--- src/rtl/i2c_bert_pkg.sv ---
// Shared encodings for the I2C BERT sequencer: engine commands, pass status,
// FSM states and the PRBS8 feedback taps.
package i2c_bert_pkg;

  localparam logic [1:0] CMD_START = 2'd0;
  localparam logic [1:0] CMD_STOP  = 2'd1;
  localparam logic [1:0] CMD_WRITE = 2'd2;
  localparam logic [1:0] CMD_READ  = 2'd3;

  localparam logic [1:0] ST_OK    = 2'd0;
  localparam logic [1:0] ST_NACK  = 2'd1;
  localparam logic [1:0] ST_ABORT = 2'd2;

  // Feedback taps for bits 7,5,4,3 of the shift-left Fibonacci PRBS8.
  localparam logic [7:0] PRBS8_TAPS  = 8'hB8;
  localparam logic [7:0] PRBS8_RESET = 8'h01;

  typedef enum logic [3:0] {
    IDLE    = 4'd0,
    W_START = 4'd1,
    W_ADDR  = 4'd2,
    W_DATA  = 4'd3,
    W_STOP  = 4'd4,
    R_START = 4'd5,
    R_ADDR  = 4'd6,
    R_DATA  = 4'd7,
    R_STOP  = 4'd8,
    FIN     = 4'd9
  } bert_state_t;

  function automatic logic [3:0] popcount8(input logic [7:0] v);
    logic [3:0] n;
    n = 4'd0;
    for (int i = 0; i < 8; i++) begin
      n = n + {3'b000, v[i]};
    end
    return n;
  endfunction

endpackage

--- src/rtl/bert_prbs8.sv ---
// Loadable PRBS8 generator; value is the byte currently presented, advance
// steps it to the next sequence element.
module bert_prbs8
  import i2c_bert_pkg::*;
(
  input  logic       clk,
  input  logic       rst,
  input  logic       load,
  input  logic       advance,
  input  logic [7:0] seed,
  output logic [7:0] value
);

  // Seed load takes priority over advancing.
  always_ff @(posedge clk) begin
    if (rst) begin
      value <= PRBS8_RESET;
    end else if (load) begin
      value <= seed;
    end else if (advance) begin
      value <= {value[6:0], ^(value & PRBS8_TAPS)};
    end
  end

endmodule

--- src/rtl/i2c_bert_sequencer.sv ---
// Sequences one BERT pass over a byte-level I2C master engine: write a PRBS8
// stream, read it back, count bit errors and NACKs.
//
// state   | meaning
// --------+-------------------------------------------------------------
// IDLE    | waiting for start
// W_START | START condition for the write phase
// W_ADDR  | address byte, write direction
// W_DATA  | PRBS data bytes written, len times
// W_STOP  | STOP after write phase (or after write-phase NACK / abort)
// R_START | START condition for the read phase
// R_ADDR  | address byte, read direction
// R_DATA  | bytes read and compared, NACK flagged on the last one
// R_STOP  | STOP after read phase
// FIN     | one-cycle done pulse, back to IDLE
//
// Every command state offers its command (cmd_valid) until accepted, then
// waits for the single response with pending set.
module i2c_bert_sequencer
  import i2c_bert_pkg::*;
#(
  parameter int ERR_W  = 16,
  parameter int NACK_W = 8
) (
  input  logic              clk,
  input  logic              rst,
  input  logic              start,
  input  logic              abort,
  input  logic [6:0]        cfg_addr,
  input  logic [7:0]        cfg_len,
  input  logic [7:0]        cfg_seed,
  output logic              cmd_valid,
  input  logic              cmd_ready,
  output logic [1:0]        cmd_op,
  output logic [7:0]        cmd_data,
  input  logic              rsp_valid,
  input  logic              rsp_ack,
  input  logic [7:0]        rsp_data,
  output logic              busy,
  output logic              done,
  output logic [1:0]        status,
  output logic [ERR_W-1:0]  bit_err_cnt,
  output logic [NACK_W-1:0] nack_cnt
);

  bert_state_t       state, state_nxt;
  logic              pending;
  logic              abort_req;
  logic              wr_nack;
  logic [8:0]        byte_cnt;
  logic [8:0]        len_q;
  logic [6:0]        addr_q;
  logic [7:0]        tx_byte, rx_byte;
  logic              start_go, hs, rsp_take, abort_eff, last_byte;
  logic              is_addr_wr, nack_seen;
  logic [8:0]        len_eff;
  logic [7:0]        seed_eff;
  logic [ERR_W:0]    err_sum;

  assign busy      = (state != IDLE) && (state != FIN);
  assign cmd_valid = busy && !pending;
  assign hs        = cmd_valid && cmd_ready;
  assign rsp_take  = pending && rsp_valid;
  assign start_go  = (state == IDLE) && start && !abort;
  assign abort_eff = abort_req || abort;
  assign last_byte = (byte_cnt == 9'd1);
  assign len_eff   = (cfg_len == 8'd0) ? 9'd256 : {1'b0, cfg_len};
  assign seed_eff  = (cfg_seed == 8'd0) ? PRBS8_RESET : cfg_seed;
  assign is_addr_wr = (state == W_ADDR) || (state == W_DATA) || (state == R_ADDR);
  assign nack_seen  = rsp_take && is_addr_wr && !rsp_ack;
  assign err_sum   = {1'b0, bit_err_cnt} + {{(ERR_W-3){1'b0}}, popcount8(rsp_data ^ rx_byte)};

  bert_prbs8 u_tx_prbs (
    .clk     (clk),
    .rst     (rst),
    .load    (start_go),
    .advance (rsp_take && (state == W_DATA)),
    .seed    (seed_eff),
    .value   (tx_byte)
  );

  bert_prbs8 u_rx_prbs (
    .clk     (clk),
    .rst     (rst),
    .load    (start_go),
    .advance (rsp_take && (state == R_DATA)),
    .seed    (seed_eff),
    .value   (rx_byte)
  );

  // State register.
  always_ff @(posedge clk) begin
    if (rst) begin
      state <= IDLE;
    end else begin
      state <= state_nxt;
    end
  end

  // Next-state and command decode; a NACK or abort diverts to the phase STOP.
  always_comb begin
    state_nxt = state;
    cmd_op    = CMD_START;
    cmd_data  = 8'h00;
    done      = 1'b0;
    case (state)
      IDLE: begin
        if (start_go) state_nxt = W_START;
      end
      W_START: begin
        if (rsp_take) state_nxt = abort_eff ? W_STOP : W_ADDR;
      end
      W_ADDR: begin
        cmd_op   = CMD_WRITE;
        cmd_data = {addr_q, 1'b0};
        if (rsp_take) state_nxt = (!rsp_ack || abort_eff) ? W_STOP : W_DATA;
      end
      W_DATA: begin
        cmd_op   = CMD_WRITE;
        cmd_data = tx_byte;
        if (rsp_take && (!rsp_ack || abort_eff || last_byte)) state_nxt = W_STOP;
      end
      W_STOP: begin
        cmd_op = CMD_STOP;
        if (rsp_take) state_nxt = (wr_nack || abort_eff) ? FIN : R_START;
      end
      R_START: begin
        if (rsp_take) state_nxt = abort_eff ? R_STOP : R_ADDR;
      end
      R_ADDR: begin
        cmd_op   = CMD_WRITE;
        cmd_data = {addr_q, 1'b1};
        if (rsp_take) state_nxt = (!rsp_ack || abort_eff) ? R_STOP : R_DATA;
      end
      R_DATA: begin
        cmd_op   = CMD_READ;
        cmd_data = {7'b0000000, last_byte};
        if (rsp_take && (abort_eff || last_byte)) state_nxt = R_STOP;
      end
      R_STOP: begin
        cmd_op = CMD_STOP;
        if (rsp_take) state_nxt = FIN;
      end
      FIN: begin
        done      = 1'b1;
        state_nxt = IDLE;
      end
      default: state_nxt = IDLE;
    endcase
  end

  // Handshake tracking, configuration, byte counter, error/NACK accounting.
  always_ff @(posedge clk) begin
    if (rst) begin
      pending     <= 1'b0;
      abort_req   <= 1'b0;
      wr_nack     <= 1'b0;
      byte_cnt    <= 9'd0;
      len_q       <= 9'd0;
      addr_q      <= 7'd0;
      status      <= ST_OK;
      bit_err_cnt <= '0;
      nack_cnt    <= '0;
    end else if (start_go) begin
      pending     <= 1'b0;
      abort_req   <= 1'b0;
      wr_nack     <= 1'b0;
      byte_cnt    <= len_eff;
      len_q       <= len_eff;
      addr_q      <= cfg_addr;
      status      <= ST_OK;
      bit_err_cnt <= '0;
      nack_cnt    <= '0;
    end else begin
      if (hs) begin
        pending <= 1'b1;
      end else if (rsp_take) begin
        pending <= 1'b0;
      end

      if (nack_seen) begin
        if (nack_cnt != {NACK_W{1'b1}}) nack_cnt <= nack_cnt + {{(NACK_W-1){1'b0}}, 1'b1};
        if (status != ST_ABORT) status <= ST_NACK;
        if (state != R_ADDR) wr_nack <= 1'b1;
      end

      // Abort overrides any NACK status set in the same cycle.
      if (busy && abort) begin
        abort_req <= 1'b1;
        status    <= ST_ABORT;
      end

      if (rsp_take && (state == W_DATA)) begin
        byte_cnt <= byte_cnt - 9'd1;
      end
      if (rsp_take && (state == W_STOP)) begin
        byte_cnt <= len_q;
      end
      if (rsp_take && (state == R_DATA)) begin
        byte_cnt    <= byte_cnt - 9'd1;
        bit_err_cnt <= err_sum[ERR_W] ? {ERR_W{1'b1}} : err_sum[ERR_W-1:0];
      end
    end
  end

endmodule

--- config.mk ---
export PLATFORM = sky130hd
export DESIGN_NAME = i2c_bert_sequencer
export DESIGN_NICKNAME = d
export VERILOG_FILES = /design/src/rtl/i2c_bert_pkg.sv /design/src/rtl/bert_prbs8.sv /design/src/rtl/i2c_bert_sequencer.sv
export SDC_FILE = /design/constraint.sdc
export NUM_CORES = 1
export LEC_CHECK = 0
export CORE_UTILIZATION = 45
export CTS_BUF_LIST = sky130_fd_sc_hd__clkbuf_8
export DETAILED_ROUTE_END_ITERATION = 10
export MAX_ROUTING_LAYER = met4
export PLACE_DENSITY_LB_ADDON = 0.3
export SETUP_SLACK_MARGIN = 0.3
export SYNTH_ARGS = -nofsm -noshare
export SYNTH_HDL_FRONTEND = slang
export SYNTH_SLANG_ARGS = --single-unit
--- constraint.sdc ---
create_clock -name clk -period 4.4 [get_ports clk]
set_clock_uncertainty 0.15 [all_clocks]
set_input_delay 0.88 -clock clk [delete_from_list [all_inputs] [get_ports clk]]
set_output_delay 0.88 -clock clk [all_outputs]
set_load 0.02 [all_outputs]
---- Yosys cells after proc, flatten, opt, wreduce, memory -nomap -nowiden ----
Cells that the tools add are included.
storage, ports and cells
  bits in registers ....................... 74
  output and inout bits ................... 39
operators by class
  reductions and logical operators ........ 45
  equal/unequal tests ..................... 23
  add/subtract/negate cells ............... 10
  bitwise operators ....................... 1
  multiplexer cells ....................... 34
operators by type and width
  cell                   number
  $mux W4                12
  $mux W9                5
  $mux W8                5
  $pmux W4 S9            1
  $pmux W8 S4            1
  $add A16 B4 Y17        1
  $add A4 B1 Y4          4
  $eq A4 B3 Y1 const B   4
  $logic_not A8 Y1       2
  $mux W16               1
  $ne A2 B2 Y1 const B   8
  $reduce_xor A8 Y1      2
  $logic_and A1 B1 Y1    14
  $reduce_bool A2 Y1     5
  $eq A9 B1 Y1 const B   1
  $reduce_and A9 Y1      1
  $sub A9 B1 Y9 const B  1
  $add A8 B1 Y8 const B  1
  $eq A4 B2 Y1 const B   2
  $eq A4 B4 Y1 const B   2
  $ne A8 B8 Y1 const B   1
  $reduce_and A2 Y1      4
  $reduce_bool A4 Y1     2
  $xor A8 B8 Y8          1
  other kinds (16)       32

---- Longest topological paths before layout ----
  depth after elaboration ................. 10
  gate-level depth with buffers ........... 13
  depth with buffers taken out ............ 13

---- By module ----
A second synthesis with hierarchy kept.
unflattened totals
  cells, all modules ...................... 487
  area, all modules ....................... 4206.5 um^2
modules (own cells, without submodules)
  module              sequential area each (um^2)  area an instance (um^2)  times used  cells an instance
  i2c_bert_sequencer  1161.1                       3360.7                   1           409
  bert_prbs8          160.2                        422.9                    2           39

---- Least setup slack after synthesis ----
OpenSTA, ideal clock, no wires.
  path kind ............................... in2reg
  start point ............................. input port rsp_data[0]
  end point ............................... register bit_err_cnt[11]
  setup slack ............................. -0.190 ns
  buffers on the path ..................... 0
  data arrival time ....................... 4.362 ns
  setup time .............................. 0.078 ns
  stages .................................. 13
  data required time ...................... 4.172 ns
  cells stage by stage .................... xor2_1 > fa_1 > fa_1 > inv_1 > fa_1 > fa_1 > inv_1 > fa_1 > nand3_1 > a211oi_2 > nand4_1 > and4_1 > nor3_1
between the ends
  word-level cells in the longest chain between the ends .. 10
ends and longest elaborated chain
  what                         line                       source
  start: declaration           i2c_bert_sequencer.sv:38   input logic [7:0] rsp_data,
  $xor A8 B8 Y8                i2c_bert_sequencer.sv:71   assign err_sum = {1'b0, bit_err_cnt} + {{(ERR_W-3){1'b0}}, popcount8(rsp_data ^ rx_byte)};
  $add A1 B1 Y2                i2c_bert_pkg.sv:35         n = n + {3'b000, v[i]};
  $add A2 B1 Y3                i2c_bert_pkg.sv:35
  $add A3 B1 Y4                i2c_bert_pkg.sv:35
  $add A4 B1 Y4 (4 in series)  i2c_bert_pkg.sv:35
  $add A16 B4 Y17              i2c_bert_sequencer.sv:71
  $mux W16                     i2c_bert_sequencer.sv:201  bit_err_cnt <= err_sum[ERR_W] ? {ERR_W{1'b1}} : err_sum[ERR_W-1:0];
  end signal: assignment       i2c_bert_sequencer.sv:201
  end: declaration             i2c_bert_sequencer.sv:42   output logic [ERR_W-1:0] bit_err_cnt,
No other way between the ends.
A chain may end at the register's enable or synchronous reset.

---- Worst setup path in the final report ----
  start point ............................. input port rsp_data[0]
  end point ............................... register bit_err_cnt[14]
The elaborated chain is that of the path after synthesis.

==> out/metrics.csv <==
metric;value;unit
status;finished clean;
WL final;10170;µm
maximum vdd ir drop;159.2;µV
IO Port Bufs;76;
CTS Hold Bufs;0;
reg2reg end;bit_err_cnt[14];
Synth warnings;0;
Filler cells;827;
critical path capture point type;flop;
number of synthesized flops with an enable pin;0;
Worst Setup EP;bit_err_cnt[14];
TritonCTS buffer count;9;
vias in the first global route;3651;
CTS tree;yes;
final setup fails;0;
largest net degree at the start of global routing;49;
Die Ht;96.97;µm
Worst Reg2Reg Path Length in Cells;14;
Die Wd;96.97;µm
overall global routing resource usage;22.74;%
fin crit share;91.95;%
Arr. time, crit path;4.18;ns
initial antenna violation count;0;
critical path class;input pin to flop;
final number of hold-violating endpoints;0;
Vias;3862;
number of max-cap violations;0;
Setup TNS;0;ns
Vias per Instance;5.663;
ys async rst share;0;%
GRT Residual Overflow;0;
clk root buf;clkbuf_8;
layout cell share with drive strength beyond 1;8.188;%
Initial Util;46.54;%
core region area;8721;µm²
Detailed Route Iter0 Violations;210;
FMAX;0.2472;GHz
drt first pass iters;5;
RePlAce Congestion;0.8663;
Worst Hold Class;flop to flop;
minimum clock period;4.046;ns
first-pass GRT wire length;17170;µm
worst skew pair latency;0.36;ns
library cells used by synthesis;59;
R2R setup slack;0.56;ns
Mapped Avg Cell Area;8.167;µm²
actual slew at the worst max-slew pin;0.7941;ns
LEAKAGE;1.867;nW
Synthesized Nets;549;
I/O pins;77;
max-slew violations;0;
synthesized flop and latch total;74;
CP max FO;5;
Req. time, crit path;4.53;ns
Area growth syn-to-layout;27.16;%
CP startpoint;rsp_data[0];
placed cells;665;
worst relative slew slack;46.89;%
DR WL/cell;14.91;µm
clock transition at the registers of the reported paths;0.08;ns
clk sink count;74;
Syn Inst Count;497;
H-Tree Depth;3;
n_diodes;0;
Routed Antenna Nets;0;
RSZ-0062 raised after global routing;yes;
Max Root-Sink Buffers;2;
reg-to-reg startpoint;u_rx_prbs.value[2];
DRC errors left;0;
Post-DP HPWL;7197;µm
startpoint types;input pin;
placed cell areas;4921;µm²
std cell rows;34;
register area share after synthesis;36.50;%
Util after Layout;59.18;%
Die ar.;9403;µm²
fin cells;682;
top_reg_cell synth;dfxtp_1;
post-route cell area;5161;µm²
Cell Pwr Density;360.4;nW/µm²
nets;621;
synthesized area;4059;µm²
## sequential cells by signal, summed over array words and instances (netlist names), 2 cells and up
signal and flops:
bit_err_cnt 16, byte_cnt 9, len_q 9, addr_q 7, u_tx_prbs.value 8, state 4, nack_cnt 8, u_rx_prbs.value 8
status 2
## synth_stat cells, drive strengths merged (2+ instances only)
cell type   n  area [µm²]
a31oi      14       87.58
nor3b       3       22.52
nand2b      6       40.04
nor2       48       180.2
xnor2      18       157.7
o211ai      8       60.06
a211oi      2       20.02
buf        12       88.83
o21ai      18       90.09
a22oi       2       15.01
nand4       6       52.55
nor2b       5       31.28
nor3       11       60.06
mux2i       2       20.02
a21oi      47       235.2
dfxtp      74        1481
a211o       2       17.52
nor4        7       43.79
a22o        7       61.31
o31ai       2       15.01
o21bai      6       45.04
and2        4       25.02
nand2      81       304.0
xor2       16       140.1
fa          5       100.1
nand3b      2       15.01
nand3      12       60.06
inv         7       26.28
ha          9       112.6
or3         5       36.28
a311oi     12       117.6
and3        5       31.28
and4        3       26.28
clkbuf     16       60.06
a21o        4       30.03
## stage by stage
step | setup slack, ns | power (W) | hold WS, ns
6_report | 0.3544 | 0.001860 | 0.3063
5_1_grt | 0.2461 | 0.001968 | 0.3198
4_1_cts | 0.2418 | 0.001873 | 0.3059
3_5_place_dp | -0.4312 | 0.001269 | 0.2964
3_3_place_gp | -0.3515 | 0.001257 | 0.2893
2_1_floorplan | 0.06486 | 0.001135 | 0.2802
## final cells by class
class                      count  area [µm²]  share of cell area [%]
clock buffer                  10       137.6                   2.667
clock inverter                 6       87.58                   1.697
inverter                       7       26.28                  0.5091
multi-input combinational    388        2435                   47.18
sequential                    74        1481                   28.70
tap                          108       135.1                   2.618
timing repair buffer          89       858.3                   16.63
## worst max-delay path: stages
cell	delay [ns]
buf_2	0.12
xor2_2	0.15
fa_1	0.46
fa_1	0.49
inv_1	0.05
fa_1	0.46
fa_2	0.36
inv_2	0.07
fa_2	0.21
nand3_2	0.11
a211oi_4	0.27
buf_6	0.14
nand4_1	0.12
xor2_1	0.17
a21oi_1	0.13
## layer usage
metal | global-route usage [%] | wire length (µm) | up-vias
li1 | - | - | 1922
met1 | 30.10 | 4817 | 1803
met2 | 35.59 | 4654 | 126
met3 | 3.324 | 546 | 11
met4 | 7.692 | 148 | 0
met5 | - | 0 | -
## kinds of logic (layout without fill, tap and decap cells)
kind of cell,Yosys count,after routing,synth area share (%)
buf+inv,35,112,4.316
flops,74,74,36.50
simple gates,204,204,24.26
xor+xnor,34,34,7.336
fa+ha+maj,14,14,5.241
compound gates,133,133,21.58
mux,3,3,0.7707
## cells in the final DEF (no fill, tap or decap), types with 8 or more instances in the layout
master,count
a21oi_1,47
a311oi_1,10
a31oi_1,14
buf_4,12
clkbuf_8,10
clkdlybuf4s50_1,74
dfxtp_1,74
ha_1,9
nand2_1,81
nand3_1,11
nor2_1,48
nor3_1,10
o211ai_1,8
o21ai_0,18
xnor2_1,18
xor2_1,14
## where the power goes
| part | internal, W | switching, W | leakage, nW |
|---|---|---|---|
| Clock | 0.000337 | 0.000268 | 0.117 |
| Combinational | 0.000234 | 0.000258 | 1.15 |
| Sequential | 0.000714 | 0.0000499 | 0.602 |
## worst min path at each step
stage | start | to | slack (ns) | depth (start not counted)
2_1_floorplan | wr_nack | wr_nack | 0.28 | 2
3_3_place_gp | len_q[8] | len_q[8] | 0.29 | 2
3_5_place_dp | addr_q[0] | addr_q[0] | 0.30 | 2
4_1_cts | addr_q[0] | addr_q[0] | 0.31 | 2
5_1_grt | addr_q[3] | addr_q[3] | 0.32 | 2
6_report | addr_q[3] | addr_q[3] | 0.31 | 2
## repair_timing
item | 4_1_cts | 5_1_grt
buffers inserted | 0 | 1
pin swaps | 8 | 10
setup endpoints to repair | 16 | 10
gates resized for setup | 10 | 1
cloned | 0 | 0
No activity file was read; power rests on OpenSTA's default activity.
